===== config.mk =====
export PLATFORM = sky130hd
export DESIGN_NAME = mdr_load_unit
export DESIGN_NICKNAME = d
export VERILOG_FILES = /design/src/rtl/mdr_load_unit.sv
export SDC_FILE = /design/constraint.sdc
export NUM_CORES = 1
export LEC_CHECK = 0
export BUFFER_PORTS_ARGS = -buffer_cell sky130_fd_sc_hd__buf_2
export CAP_MARGIN = 20
export CORE_UTILIZATION = 43
export CTS_CLUSTER_DIAMETER = 150
export DETAILED_ROUTE_END_ITERATION = 16
export HOLD_SLACK_MARGIN = 0.1
export PLACE_DENSITY = 0.76
export REMOVE_ABC_BUFFERS = 1
export SYNTH_ARGS = -nofsm -noshare
export SYNTH_HDL_FRONTEND = slang
export SYNTH_SLANG_ARGS = --single-unit

===== constraint.sdc =====
create_clock -name clk -period 1.45 [get_ports clk]
set_input_delay 0.0725 -clock clk [delete_from_list [all_inputs] [get_ports clk]]
set_output_delay 0.0725 -clock clk [all_outputs]
set_load 0.1 [all_outputs]

===== src/rtl/mdr_load_unit.sv =====
// ============================================================================
// mdr_load_unit
// ----------------------------------------------------------------------------
// Load-access sequencer between the multicycle control unit and data memory.
// A load request is checked for alignment. If it is legal, the unit drives a
// memory read, waits MEM_LATENCY edges, and then captures the returned word
// into the memory data register (MDR). The captured word and its access size
// go straight to load_size, which extracts the byte, halfword or word.
//
// Parameters
//   MEM_LATENCY  edges between the first cycle mem_rd is high and the cycle
//                mem_rdata is valid (legal range 1..15)
//
// Ports
//   clk          in   1   rising-edge clock
//   reset        in   1   synchronous, active-high reset
//   ld_start     in   1   load request, sampled at each rising edge
//   ld_addr      in  32   byte address, sampled with ld_start
//   ld_size      in   2   00 byte, 01 halfword, 10 word, 11 illegal
//   mem_addr     out 32   address to data memory (held after completion)
//   mem_rd       out  1   memory read enable
//   mem_rdata    in  32   word at mem_addr
//   mdr          out 32   captured memory word (unshifted)
//   size_cmd     out  2   size of the access that produced mdr
//   busy         out  1   load in flight; new requests are ignored
//   done         out  1   one-cycle pulse, mdr/size_cmd final
//   misaligned   out  1   one-cycle pulse, request rejected
//
// Every output comes straight from a flop. There is no combinational path
// from any input to any output.
// ============================================================================
module mdr_load_unit #(
    parameter int unsigned MEM_LATENCY = 1
) (
    input  logic        clk,
    input  logic        reset,
    input  logic        ld_start,
    input  logic [31:0] ld_addr,
    input  logic [1:0]  ld_size,
    output logic [31:0] mem_addr,
    output logic        mem_rd,
    input  logic [31:0] mem_rdata,
    output logic [31:0] mdr,
    output logic [1:0]  size_cmd,
    output logic        busy,
    output logic        done,
    output logic        misaligned
);

    typedef enum logic [1:0] {
        S_IDLE = 2'd0,
        S_WAIT = 2'd1,
        S_DONE = 2'd2
    } state_t;

    localparam logic [3:0] LAT = 4'(MEM_LATENCY);

    state_t      r_state,    w_state_nxt;
    logic [3:0]  r_cnt,      w_cnt_nxt;
    logic [1:0]  r_size,     w_size_nxt;
    logic [31:0] r_mem_addr, w_mem_addr_nxt;
    logic        r_mem_rd,   w_mem_rd_nxt;
    logic [31:0] r_mdr,      w_mdr_nxt;
    logic [1:0]  r_size_cmd, w_size_cmd_nxt;
    logic        r_busy,     w_busy_nxt;
    logic        r_done,     w_done_nxt;
    logic        r_mis,      w_mis_nxt;

    logic        w_legal;

    // Alignment / size legality of the request currently on the inputs.
    always_comb begin
        w_legal = 1'b0;
        unique case (ld_size)
            2'b00:   w_legal = 1'b1;
            2'b01:   w_legal = ~ld_addr[0];
            2'b10:   w_legal = (ld_addr[1:0] == 2'b00);
            default: w_legal = 1'b0;
        endcase
    end

    // ------------------------------------------------------------------------
    // State register
    // ------------------------------------------------------------------------
    // NOTE: sequential state uses non-blocking assignments so every flop
    // samples the pre-edge values, independent of statement order.
    always_ff @(posedge clk) begin
        if (reset) begin
            r_state <= S_IDLE;
        end else begin
            r_state <= w_state_nxt;
        end
    end

    // ------------------------------------------------------------------------
    // Next-state and next-output logic
    // ------------------------------------------------------------------------
    // NOTE: every signal gets a default first, so no path leaves one
    // unassigned and no latch is inferred.
    always_comb begin
        w_state_nxt    = r_state;
        w_cnt_nxt      = r_cnt;
        w_size_nxt     = r_size;
        w_mem_addr_nxt = r_mem_addr;
        w_mem_rd_nxt   = r_mem_rd;
        w_mdr_nxt      = r_mdr;
        w_size_cmd_nxt = r_size_cmd;
        w_busy_nxt     = r_busy;
        w_done_nxt     = 1'b0;
        w_mis_nxt      = 1'b0;

        unique case (r_state)
            // DONE samples ld_start exactly like IDLE, which allows
            // back-to-back loads without a dead cycle.
            S_IDLE, S_DONE: begin
                w_state_nxt  = S_IDLE;
                w_mem_rd_nxt = 1'b0;
                w_busy_nxt   = 1'b0;
                if (ld_start) begin
                    if (w_legal) begin
                        w_state_nxt    = S_WAIT;
                        w_mem_addr_nxt = ld_addr;
                        w_size_nxt     = ld_size;
                        w_cnt_nxt      = LAT;
                        w_mem_rd_nxt   = 1'b1;
                        w_busy_nxt     = 1'b1;
                    end else begin
                        // Rejected: only the pulse changes, the
                        // captured data and the address are left alone.
                        w_mis_nxt = 1'b1;
                    end
                end
            end

            // The counter is loaded with L and reaches 0 after L edges, so
            // the capture happens at edge L+1 after the accepting edge.
            S_WAIT: begin
                if (r_cnt == 4'd0) begin
                    w_state_nxt    = S_DONE;
                    w_mdr_nxt      = mem_rdata;
                    w_size_cmd_nxt = r_size;
                    w_mem_rd_nxt   = 1'b0;
                    w_busy_nxt     = 1'b0;
                    w_done_nxt     = 1'b1;
                end else begin
                    w_cnt_nxt = r_cnt - 4'd1;
                end
            end

            default: begin
                w_state_nxt  = S_IDLE;
                w_mem_rd_nxt = 1'b0;
                w_busy_nxt   = 1'b0;
            end
        endcase
    end

    // ------------------------------------------------------------------------
    // Datapath and output registers
    // ------------------------------------------------------------------------
    always_ff @(posedge clk) begin
        if (reset) begin
            r_cnt      <= 4'd0;
            r_size     <= 2'b00;
            r_mem_addr <= 32'd0;
            r_mem_rd   <= 1'b0;
            r_mdr      <= 32'd0;
            r_size_cmd <= 2'b00;
            r_busy     <= 1'b0;
            r_done     <= 1'b0;
            r_mis      <= 1'b0;
        end else begin
            r_cnt      <= w_cnt_nxt;
            r_size     <= w_size_nxt;
            r_mem_addr <= w_mem_addr_nxt;
            r_mem_rd   <= w_mem_rd_nxt;
            r_mdr      <= w_mdr_nxt;
            r_size_cmd <= w_size_cmd_nxt;
            r_busy     <= w_busy_nxt;
            r_done     <= w_done_nxt;
            r_mis      <= w_mis_nxt;
        end
    end

    assign mem_addr   = r_mem_addr;
    assign mem_rd     = r_mem_rd;
    assign mdr        = r_mdr;
    assign size_cmd   = r_size_cmd;
    assign busy       = r_busy;
    assign done       = r_done;
    assign misaligned = r_mis;

endmodule


==> out/results.txt <==
Combined global-route utilization of all metal layers: 23.2%
Final layout net count: 631
Fin cells: 664
Top cells by area, synth: dfxtp_1 48%, nand2b_1 13%, mux2i_1 10%
Initial Util: 44.4%
Hold Crit Class: primary input to register
Setup WS post-layout: -0.0676 ns
#FFs+latches synth: 77
Synth warn: 0
CTS H-tree depth: 3
Grt ovf: 0
Detail Placement HPWL: 5520 µm
Post-DRT Antenna Nets: 0
Final hold slack: 0.189 ns
DRC Markers: 0
CTS Buf Count: 9
Synth area leader: dfxtp_1
Final Cell Area: 0.00519 mm²
Worst Tran Pin Value: 0.510 ns
Clock buffer depth: 2
Crit path DAT: 1.74 ns
Kind of critical path: register to register
CP endpoint kind: register
Initial DRC Count: 138
Die area: 0.00783 mm²
Period utilisation layout: 105%
Post-synthesis area per instance: 9.24 µm²
Top FF cell, synth: dfxtp_1
Placed insts: 575
Most frequent cells after synthesis: 77 x dfxtp_1, 66 x nand2b_1, 37 x nand3_1, 37 x o21ai_0, 36 x a21oi_1
TritonRoute pass-1 iters: 4
CTS root buffer: clkbuf_8
Cells after synthesis: 348
Share of the synthesized area in the top cell type: 47.9%
Diodes inserted: 0
Tmin final: 1.52 ns
Crit-path max FO: 22
Leak: 2.25 nW
Setup Skew: 0.00955 ns
WL per Instance: 15.0 µm
Cell count along the critical path: 6
Top delay family on crit path: simple AND/OR/NAND/NOR gates
FF-to-FF setup slack: -0.07 ns
IO buf count: 138
Worst setup path endpoint: mdr[9]
Final Hold Vio Count: 0
Outcome: finished with violations
Largest net degree at the start of global routing: 40
DIE HEIGHT: 88.5 µm
R2r endpoint: mdr[9]
Worst reg2reg path depth: 6
Critical Path RT: 1.67 ns
Vias in the first global route: 3,161
Routed vias/inst: 5.15
Row count: 31
Synth cell types: 29
Slew Limit Fails: 0
Post-synth EDFFs: 0
First-pass GRT wire length: 14,200 µm
Fmax achieved: 659 MHz
Die X: 88.5 µm
Cell Area, Placed: 0.00409 mm²
Crit path launch type: register
Clk slew on worst S/H paths: 0.08 ns
Max IR drop VDD: 0.687 mV
Worst skew pair latency: 0.34 ns
Worst setup path start: r_cnt[0]
Beginning of the worst hold path: reset
Max stage delay on crit path: 0.43 ns
Max-slew headroom: 66.2%
Worst reg2reg path startpoint: r_cnt[0]
Most frequent cell after synthesis: dfxtp_1
Final setup vio count: 21
Filler cells: 494
Slowest CP cell: or3b_4
Routed vias: 3,420
Failing checks: negative setup slack
Share of cells above drive strength 1: 37.3%
Total routed wirelength: 9970 µm
Placer Congestion: 0.752
Unrepaired setup endpoints after global routing: true
Sequential fraction of the synthesis area: 47.9%
Area Overhead vs Synth: 61.4%
CTS tree: built
Antenna violations before repair: 0
Core area: 0.00725 mm²
Setup TNS: -0.554 ns
Cell Area, Synth: 0.00322 mm²
IO Pins: 139
Buf/Inv on CP: 2
Synth async-reset ratio: 0%
Max Cap Viol: 0
PD cells: 1080 mW/mm²
Critical path, cell by cell: inv_2 -> ha_4 -> or3b_4 -> buf_12 -> o21ai_1 -> a21oi_1
Clock sinks: 77
## state kept, by name, summed over array words and instances, names as in the netlist
signal / count
mdr: 32
mem_addr: 32
r_cnt: 4
r_size: 2
r_state: 2
size_cmd: 2
busy: 1
done: 1
misaligned: 1
## layer usage
layer | global-route usage [%] | part of all wire, % | vias up
met5 | 0 | 0 | -
met4 | 9.97 | 2.2 | 0
met3 | 7.28 | 9.6 | 24
met2 | 40.2 | 47 | 181
met1 | 26.4 | 41 | 1586
li1 | - | - | 1629
## how the worst min path moves through the flow
stage	depth (start not counted)	to	slack [ns]
after floorplan	1	busy	0.14
after global placement	3	mdr[4]	0.33
after detailed placement	3	mdr[1]	0.33
after CTS	3	r_cnt[3]	0.17
after global routing	3	r_cnt[3]	0.22
final	3	r_cnt[3]	0.19
## final cells by class
type / instances / area, µm² / area share, %
multi-input cells: 235 / 1600 / 30.8
clock buffers: 9 / 124 / 2.39
clock inverters: 7 / 98.8 / 1.90
repair buffers: 233 / 1690 / 32.5
well taps: 99 / 124 / 2.39
flip-flops and latches: 77 / 1540 / 29.7
inverters: 4 / 15.0 / 0.289
## where the power goes
group	switching [mW]	total [mW]	internal [mW]
clock	0.824	1.80	0.978
combinational	1.04	1.57	0.527
sequential	0.0506	2.26	2.21
## logic make-up (layout without fill, tap and decap cells)
| family | Yosys count | after routing | share of synthesized area [%] |
|---|---|---|---|
| AO/OA/AOI/OAI | 84 | 84 | 14.4 |
| adder cells (fa/ha/maj) | 2 | 2 | 0.778 |
| buffers and inverters | 36 | 253 | 5.60 |
| flip-flops | 77 | 77 | 47.9 |
| multiplexers | 32 | 32 | 9.96 |
| AND/OR/NAND/NOR | 117 | 117 | 21.4 |
## stage by stage
step / setup WS [ns] / util [%] / power (mW)
floorplan: -0.817 / - / 3.19
global placement: -0.0109 / 56.4 / 3.55
detailed placement: -0.0880 / 56.4 / 3.57
CTS: -0.0302 / 69.0 / 5.52
global route: -0.160 / 71.6 / 5.85
finish: -0.0676 / 71.6 / 5.62
## worst reg2reg max path, cell delays in order, from the launching register on
cell     delay (ns)
dfxtp_2        0.33
inv_2          0.07
ha_4           0.13
or3b_4         0.43
buf_12         0.18
o21ai_1        0.17
a21oi_1        0.09
## cells in the final DEF (no fill, tap or decap), drive strengths merged, types with 2 or more instances in the layout
cell type / count
o21ai: 37
nand3: 37
ha: 2
mux2i: 32
nor2b: 2
a31oi: 2
buf: 163
a21oi: 36
clkbuf: 12
nand2b: 66
a32o: 2
dfxtp: 77
nor3: 4
clkinv: 3
nor2: 2
a21boi: 2
dlygate4sd3: 67
inv: 5
bufinv: 2
## repair_timing
item | CTS | global route
hold buffers | 67 | 0
endpoints found under the setup margin | 38 | 69
cloned | 0 | 4
endpoints found under the hold margin | 67 | 0
setup buffers | 0 | 2
pin swaps | 1 | 1
gates resized for setup | 23 | 35
Power figures use the tool's default switching activity.
